--- config.mk ---
export PLATFORM = sky130hd
export DESIGN_NAME = cache_arbiter
export DESIGN_NICKNAME = d
export VERILOG_FILES = /design/src/rtl/cache_arbiter.sv
export SDC_FILE = /design/constraint.sdc
export NUM_CORES = 1
export LEC_CHECK = 0
export BUFFER_PORTS_ARGS = -buffer_cell sky130_fd_sc_hd__buf_2
export CAP_MARGIN = 20
export CORE_AREA = 2 2 535 537
export DETAILED_ROUTE_END_ITERATION = 16
export DIE_AREA = 0 0 537 539
export PLACE_DENSITY = 0.3
export SYNTH_ARGS = -nofsm -noshare
export SYNTH_HDL_FRONTEND = slang
export SYNTH_SLANG_ARGS = --single-unit
export TNS_END_PERCENT = 50
--- constraint.sdc ---
create_clock -name clk -period 2.2 [get_ports clk]
set_input_delay 0.33 -clock clk [delete_from_list [all_inputs] [get_ports clk]]
set_output_delay 0.33 -clock clk [all_outputs]
set_load 0.02 [all_outputs]
--- src/rtl/cache_arbiter.sv ---
// cache_arbiter
// Arbitrates I-cache and D-cache line traffic onto one physical-memory port.
// Only one transaction is in flight at a time. On simultaneous requests the
// side that did not win last time is granted (round-robin).
//
// Ports
//   clk, rst_n                  clock, asynchronous active-low reset
//   i_read, i_addr              I-cache line-fill request (held until i_resp)
//   i_rdata, i_resp             I-cache returned line and one-cycle completion
//   d_read, d_write, d_addr     D-cache fill / write-back request (held until d_resp)
//   d_wdata                     D-cache write-back line
//   d_rdata, d_resp             D-cache returned line and one-cycle completion
//   pmem_read, pmem_write       memory strobes, held until pmem_resp
//   pmem_addr, pmem_wdata       memory line address (32-byte aligned) and write data
//   pmem_rdata, pmem_resp       memory read data and completion
module cache_arbiter #(
  parameter int ADDR_W = 32,
  parameter int LINE_W = 256
) (
  input  logic              clk,
  input  logic              rst_n,
  input  logic              i_read,
  input  logic [ADDR_W-1:0] i_addr,
  output logic [LINE_W-1:0] i_rdata,
  output logic              i_resp,
  input  logic              d_read,
  input  logic              d_write,
  input  logic [ADDR_W-1:0] d_addr,
  input  logic [LINE_W-1:0] d_wdata,
  output logic [LINE_W-1:0] d_rdata,
  output logic              d_resp,
  output logic              pmem_read,
  output logic              pmem_write,
  output logic [ADDR_W-1:0] pmem_addr,
  output logic [LINE_W-1:0] pmem_wdata,
  input  logic [LINE_W-1:0] pmem_rdata,
  input  logic              pmem_resp
);

  typedef enum logic [1:0] {
    IDLE    = 2'd0,
    SERVE_I = 2'd1,
    SERVE_D = 2'd2
  } state_t;

  state_t state_r;
  logic   last_grant_r;   // 0 = I served last, 1 = D served last
  logic   i_pending_s;
  logic   d_pending_s;
  logic   grant_i_s;
  logic   grant_d_s;

  // Byte-offset bits of the request addresses never reach memory.
  logic   addr_low_unused_s;
  assign addr_low_unused_s = ^{i_addr[4:0], d_addr[4:0]};

  // Grant decision for the IDLE state: round-robin on a tie.
  always_comb begin
    i_pending_s = i_read;
    d_pending_s = d_read | d_write;
    grant_i_s   = 1'b0;
    grant_d_s   = 1'b0;
    if (i_pending_s && d_pending_s) begin
      grant_i_s = last_grant_r;
      grant_d_s = ~last_grant_r;
    end else begin
      grant_i_s = i_pending_s;
      grant_d_s = d_pending_s;
    end
  end

  // Arbiter FSM; the pmem_* registers double as the latched address, data
  // and operation of the granted request, so memory never sees live inputs.
  always_ff @(posedge clk or negedge rst_n) begin
    if (!rst_n) begin
      state_r      <= IDLE;
      last_grant_r <= 1'b1;
      pmem_read    <= 1'b0;
      pmem_write   <= 1'b0;
      pmem_addr    <= {ADDR_W{1'b0}};
      pmem_wdata   <= {LINE_W{1'b0}};
    end else begin
      case (state_r)
        IDLE: begin
          if (grant_i_s) begin
            state_r      <= SERVE_I;
            last_grant_r <= 1'b0;
            pmem_read    <= 1'b1;
            pmem_write   <= 1'b0;
            pmem_addr    <= {i_addr[ADDR_W-1:5], 5'b00000};
            pmem_wdata   <= {LINE_W{1'b0}};
          end else if (grant_d_s) begin
            // Read and write both high is treated as a write-back.
            state_r      <= SERVE_D;
            last_grant_r <= 1'b1;
            pmem_read    <= ~d_write;
            pmem_write   <= d_write;
            pmem_addr    <= {d_addr[ADDR_W-1:5], 5'b00000};
            pmem_wdata   <= d_write ? d_wdata : {LINE_W{1'b0}};
          end else begin
            state_r      <= IDLE;
            pmem_read    <= 1'b0;
            pmem_write   <= 1'b0;
            pmem_addr    <= {ADDR_W{1'b0}};
            pmem_wdata   <= {LINE_W{1'b0}};
          end
        end
        SERVE_I, SERVE_D: begin
          // Grant is held until memory completes, even if the requester drops.
          if (pmem_resp) begin
            state_r    <= IDLE;
            pmem_read  <= 1'b0;
            pmem_write <= 1'b0;
            pmem_addr  <= {ADDR_W{1'b0}};
            pmem_wdata <= {LINE_W{1'b0}};
          end else begin
            state_r    <= state_r;
          end
        end
        default: begin
          state_r    <= IDLE;
          pmem_read  <= 1'b0;
          pmem_write <= 1'b0;
          pmem_addr  <= {ADDR_W{1'b0}};
          pmem_wdata <= {LINE_W{1'b0}};
        end
      endcase
    end
  end

  // Completion pulses and read data pass straight through in the resp cycle;
  // pmem_resp in IDLE produces nothing.
  always_comb begin
    i_resp  = 1'b0;
    d_resp  = 1'b0;
    i_rdata = {LINE_W{1'b0}};
    d_rdata = {LINE_W{1'b0}};
    if (pmem_resp && (state_r == SERVE_I)) begin
      i_resp  = 1'b1;
      i_rdata = pmem_rdata;
    end else if (pmem_resp && (state_r == SERVE_D)) begin
      d_resp  = 1'b1;
      d_rdata = pmem_rdata;
    end else begin
      i_resp  = 1'b0;
      d_resp  = 1'b0;
    end
  end

endmodule

==> summary.md <==
| Metric | Value |
|---|---|
| Worst reg2reg path depth | `6` |
| CTS tree | `built` |
| Max-cap viol count | `0` |
| First-pass GRT wire length | `roughly 260 mm` |
| Hold/Removal Path Class | `in2reg` |
| Routed Antenna Nets | `0` |
| Total number of clock tree sinks | `around 290` |
| Crit path max-delay family | `buffers and inverters` |
| Routability cong. | `roughly 1.1` |
| Worst-path clk slew | `roughly 0.060 ns` |
| Endpoints failing hold | `0` |
| Setup slack after layout | `-0.461 ns` |
| Overflow left after global routing | `0` |
| Area delta synth->final | `143%` |
| Drt wl/cell | `between 30 and 40 µm` |
| Failing checks | `setup timing` |
| Synth warn | `0` |
| Placement Cell Area | `approximately 0.027 mm²` |
| Core Rows | `196` |
| CP Data Arrival Time | `~2.3 ns` |
| # IOs | `approximately 1,400` |
| Startpoint types | `flop` |
| Part of the Yosys area used for sequential elements | `51.4%` |
| Design area | `0.0340 mm²` |
| Run status | `finished with violations` |
| Final Cycle Share | `121%` |
| Final net count | `3,543` |
| Clock buffer depth | `3` |
| Min-Delay Endpoint | `last_grant_r` |
| Placed wire-length estimate | `about 190 mm` |
| Clk_lat worst skew | `slightly below 0.7 ns` |
| Vias in the first global route | `around 19,000` |
| Num CTS Buffers | `45` |
| CP required | `approximately 1.9 ns` |
| Largest net degree at the start of global routing | `between 100 and 150` |
| Worst r2r src | `state_r[1]` |
| Initial Util | `under 10%` |
| Most used DFF post-synth | `dfrtp_1` |
| GRT Overall Usage | `around 14%` |
| Max incr delay on CP | `roughly 0.4 ns` |
| Critical-path cell list | `buf_6 -> ha_4 -> nor2_4 -> buf_12 -> clkbuf_16 -> clkbuf_16 -> and2_1 -> buf_6` |
| Slew HR | `48.9%` |
| Dpl cells | `roughly 6,300` |
| Initial antenna violation count | `about 170` |
| Port Buffers | `about 1,400` |
| RSZ-0062 raised after global routing | `yes` |
| Hold Startpoint | `i_read` |
| H-Tree Depth | `2` |
| R2R setup slack | `roughly 0.18 ns` |
| Core Footprint | `roughly 0.28 mm²` |
| Unique masters post-synth | `26` |
| Crit path time final | `approximately 2.7 ns` |
| Buf+Inv Stages, Crit Path | `5` |
| Synthesized area | `0.0140 mm²` |
| Pwr Density | `1090 mW/mm²` |
| Most frequent cells in the layout | `buf_2 (1,093), dlygate4sd3_1 (313), dfrtp_1 (287), a22o_1 (256), and3_1 (223)` |
| CP Max Fanout | `13` |
| # DRC | `0` |
| RR Endpoint | `pmem_wdata[5]` |
| Final setup violation count | `514` |
| Avg Cell Area, Syn | `about 11 µm²` |
| Detailed Route WL | `roughly 220 mm` |
| Worst-Margin Slew | `roughly 0.77 ns` |
| Setup Skew | `between 0.06 and 0.07 ns` |
| Slowest-stage cell, CP | `dfrtp_1` |
| Fraction of registers with async set/reset | `100%` |
| Crit. End Element | `output pin` |
| Finished Layout Cells | `a little under 7,000` |
| Register bit total from synthesis | `~290` |
| Number of flops mapped to enable cells by yosys | `0` |
| Die Wd | `approximately 540 µm` |
| Crit path kind | `reg2out` |
| Full die area | `about 0.29 mm²` |
| Max IR drop VDD | `slightly below 0.0006 V` |
| First-pass DRT Iterations | `5` |
| First DRT Iteration DRCs | `roughly 1,200` |
| Syn Inst Count | `approximately 1,300` |
| Die H | `539 µm` |
| Fin. max-slew vios | `0` |
| Hold depth | `4` |
| Leakage | `~0.017 µW` |
| Commonest non-fill, non-tap cell in the layout | `buf_2` |
| Fmax | `0.376 GHz` |
| Vias | `approximately 19,000` |
| Vias per std cell | `2.82` |
| CTS root buf | `clkbuf_16` |
| Share of cells above drive strength 1 | `54.9%` |
-- metrics by stage --
stage / worst slack [ns] / power (µW) / hold slack, ns / util [%] / TNS (ns)
6_report: -0.461 / 37000 / 0.0928 / 12.0 / -180.41
5_1_grt: -0.593 / 39500 / 0.0643 / 11.9 / -253.10
4_1_cts: -0.580 / 36700 / 0.0146 / 11.4 / -224.19
3_5_place_dp: 0.101 / 28100 / 0.223 / 9.67 / 0
3_3_place_gp: 0.0807 / 28200 / 0.224 / 9.67 / 0
2_1_floorplan: 0.345 / 16300 / 0.0344 / - / 0
-- synth_stat cells, types with 4 or more instances --
master / count / area (µm²)
a21o_1: 4 / 30.0
clkbuf_1: 86 / 323
nand2_1: 4 / 15.0
and2_1: 284 / 1780
buf_6: 5 / 56.3
and3_1: 256 / 1600
buf_4: 8 / 60.1
a22o_1: 256 / 2240
a221o_1: 27 / 270
dfrtp_1: 287 / 7180
buf_2: 52 / 260
-- worst register-to-register path, stage by stage (launching register included) --
cell     delay (ns)
dfrtp_1        0.41
inv_2          0.09
ha_1           0.22
a21bo_2        0.28
nor3b_4        0.24
buf_4          0.44
a22o_1         0.27
-- cell type report --
class / count / area, µm²
inverters: 2 / 7.51
multi-input cells: 851 / 6450
fillers: 32700 / 250000
well taps: 3762 / 4710
diodes: 48 / 120
flip-flops and latches: 288 / 7210
clock inverters: 26 / 218
clock buffers: 57 / 1220
repair buffers: 1770 / 14100
-- repair_timing --
action                                 CTS  global route
pin swaps                                2            10
hold buffers                           313             0
gates cloned                             1            17
endpoints found under the hold margin  560             0
setup endpoints to repair              514           514
gates resized for setup                125           311
setup buffers                            5            11
-- worst max-delay path by stage --
stage                     from            to  slack (ns)  cells past startpoint
floorplan           state_r[1]  d_rdata[216]        0.34                      6
global placement    state_r[0]   d_rdata[94]        0.08                      7
detailed placement  state_r[0]   d_rdata[52]        0.10                      7
CTS                 state_r[0]   d_rdata[37]       -0.58                      8
global route        state_r[0]   d_rdata[57]       -0.59                      8
finish              state_r[0]   d_rdata[57]       -0.46                      8
-- routing by layer --
metal  wire (µm)  vias up  GRT usage (%)
met5         171        -              0
met4        5830       28           3.10
met3       30600      250           8.50
met2      102000     1389           24.0
met1       81600     9415           15.3
li1            -     8106              -
-- power breakdown --
group	total, µW	switching [µW]	internal (µW)
logic	21900	14000	7920
clock network	7220	3220	4000
registers	7920	977	6950
total	37000	18200	18900
-- sequential cells by signal, summed over array words and instances, names as in the netlist --
name          flops
pmem_read         1
pmem_wdata      256
pmem_write        1
state_r           2
pmem_addr        27
last_grant_r      1
-- cell families after synthesis --
kind of cell	share of synthesized area (%)
adder cells (fa/ha/maj)	0.268
buffers and inverters	5.19
AO/OA/AOI/OAI	18.4
other	0.0268
flip-flops	51.4
AND/OR/NAND/NOR	24.7
No activity file was read; power rests on OpenSTA's default activity.
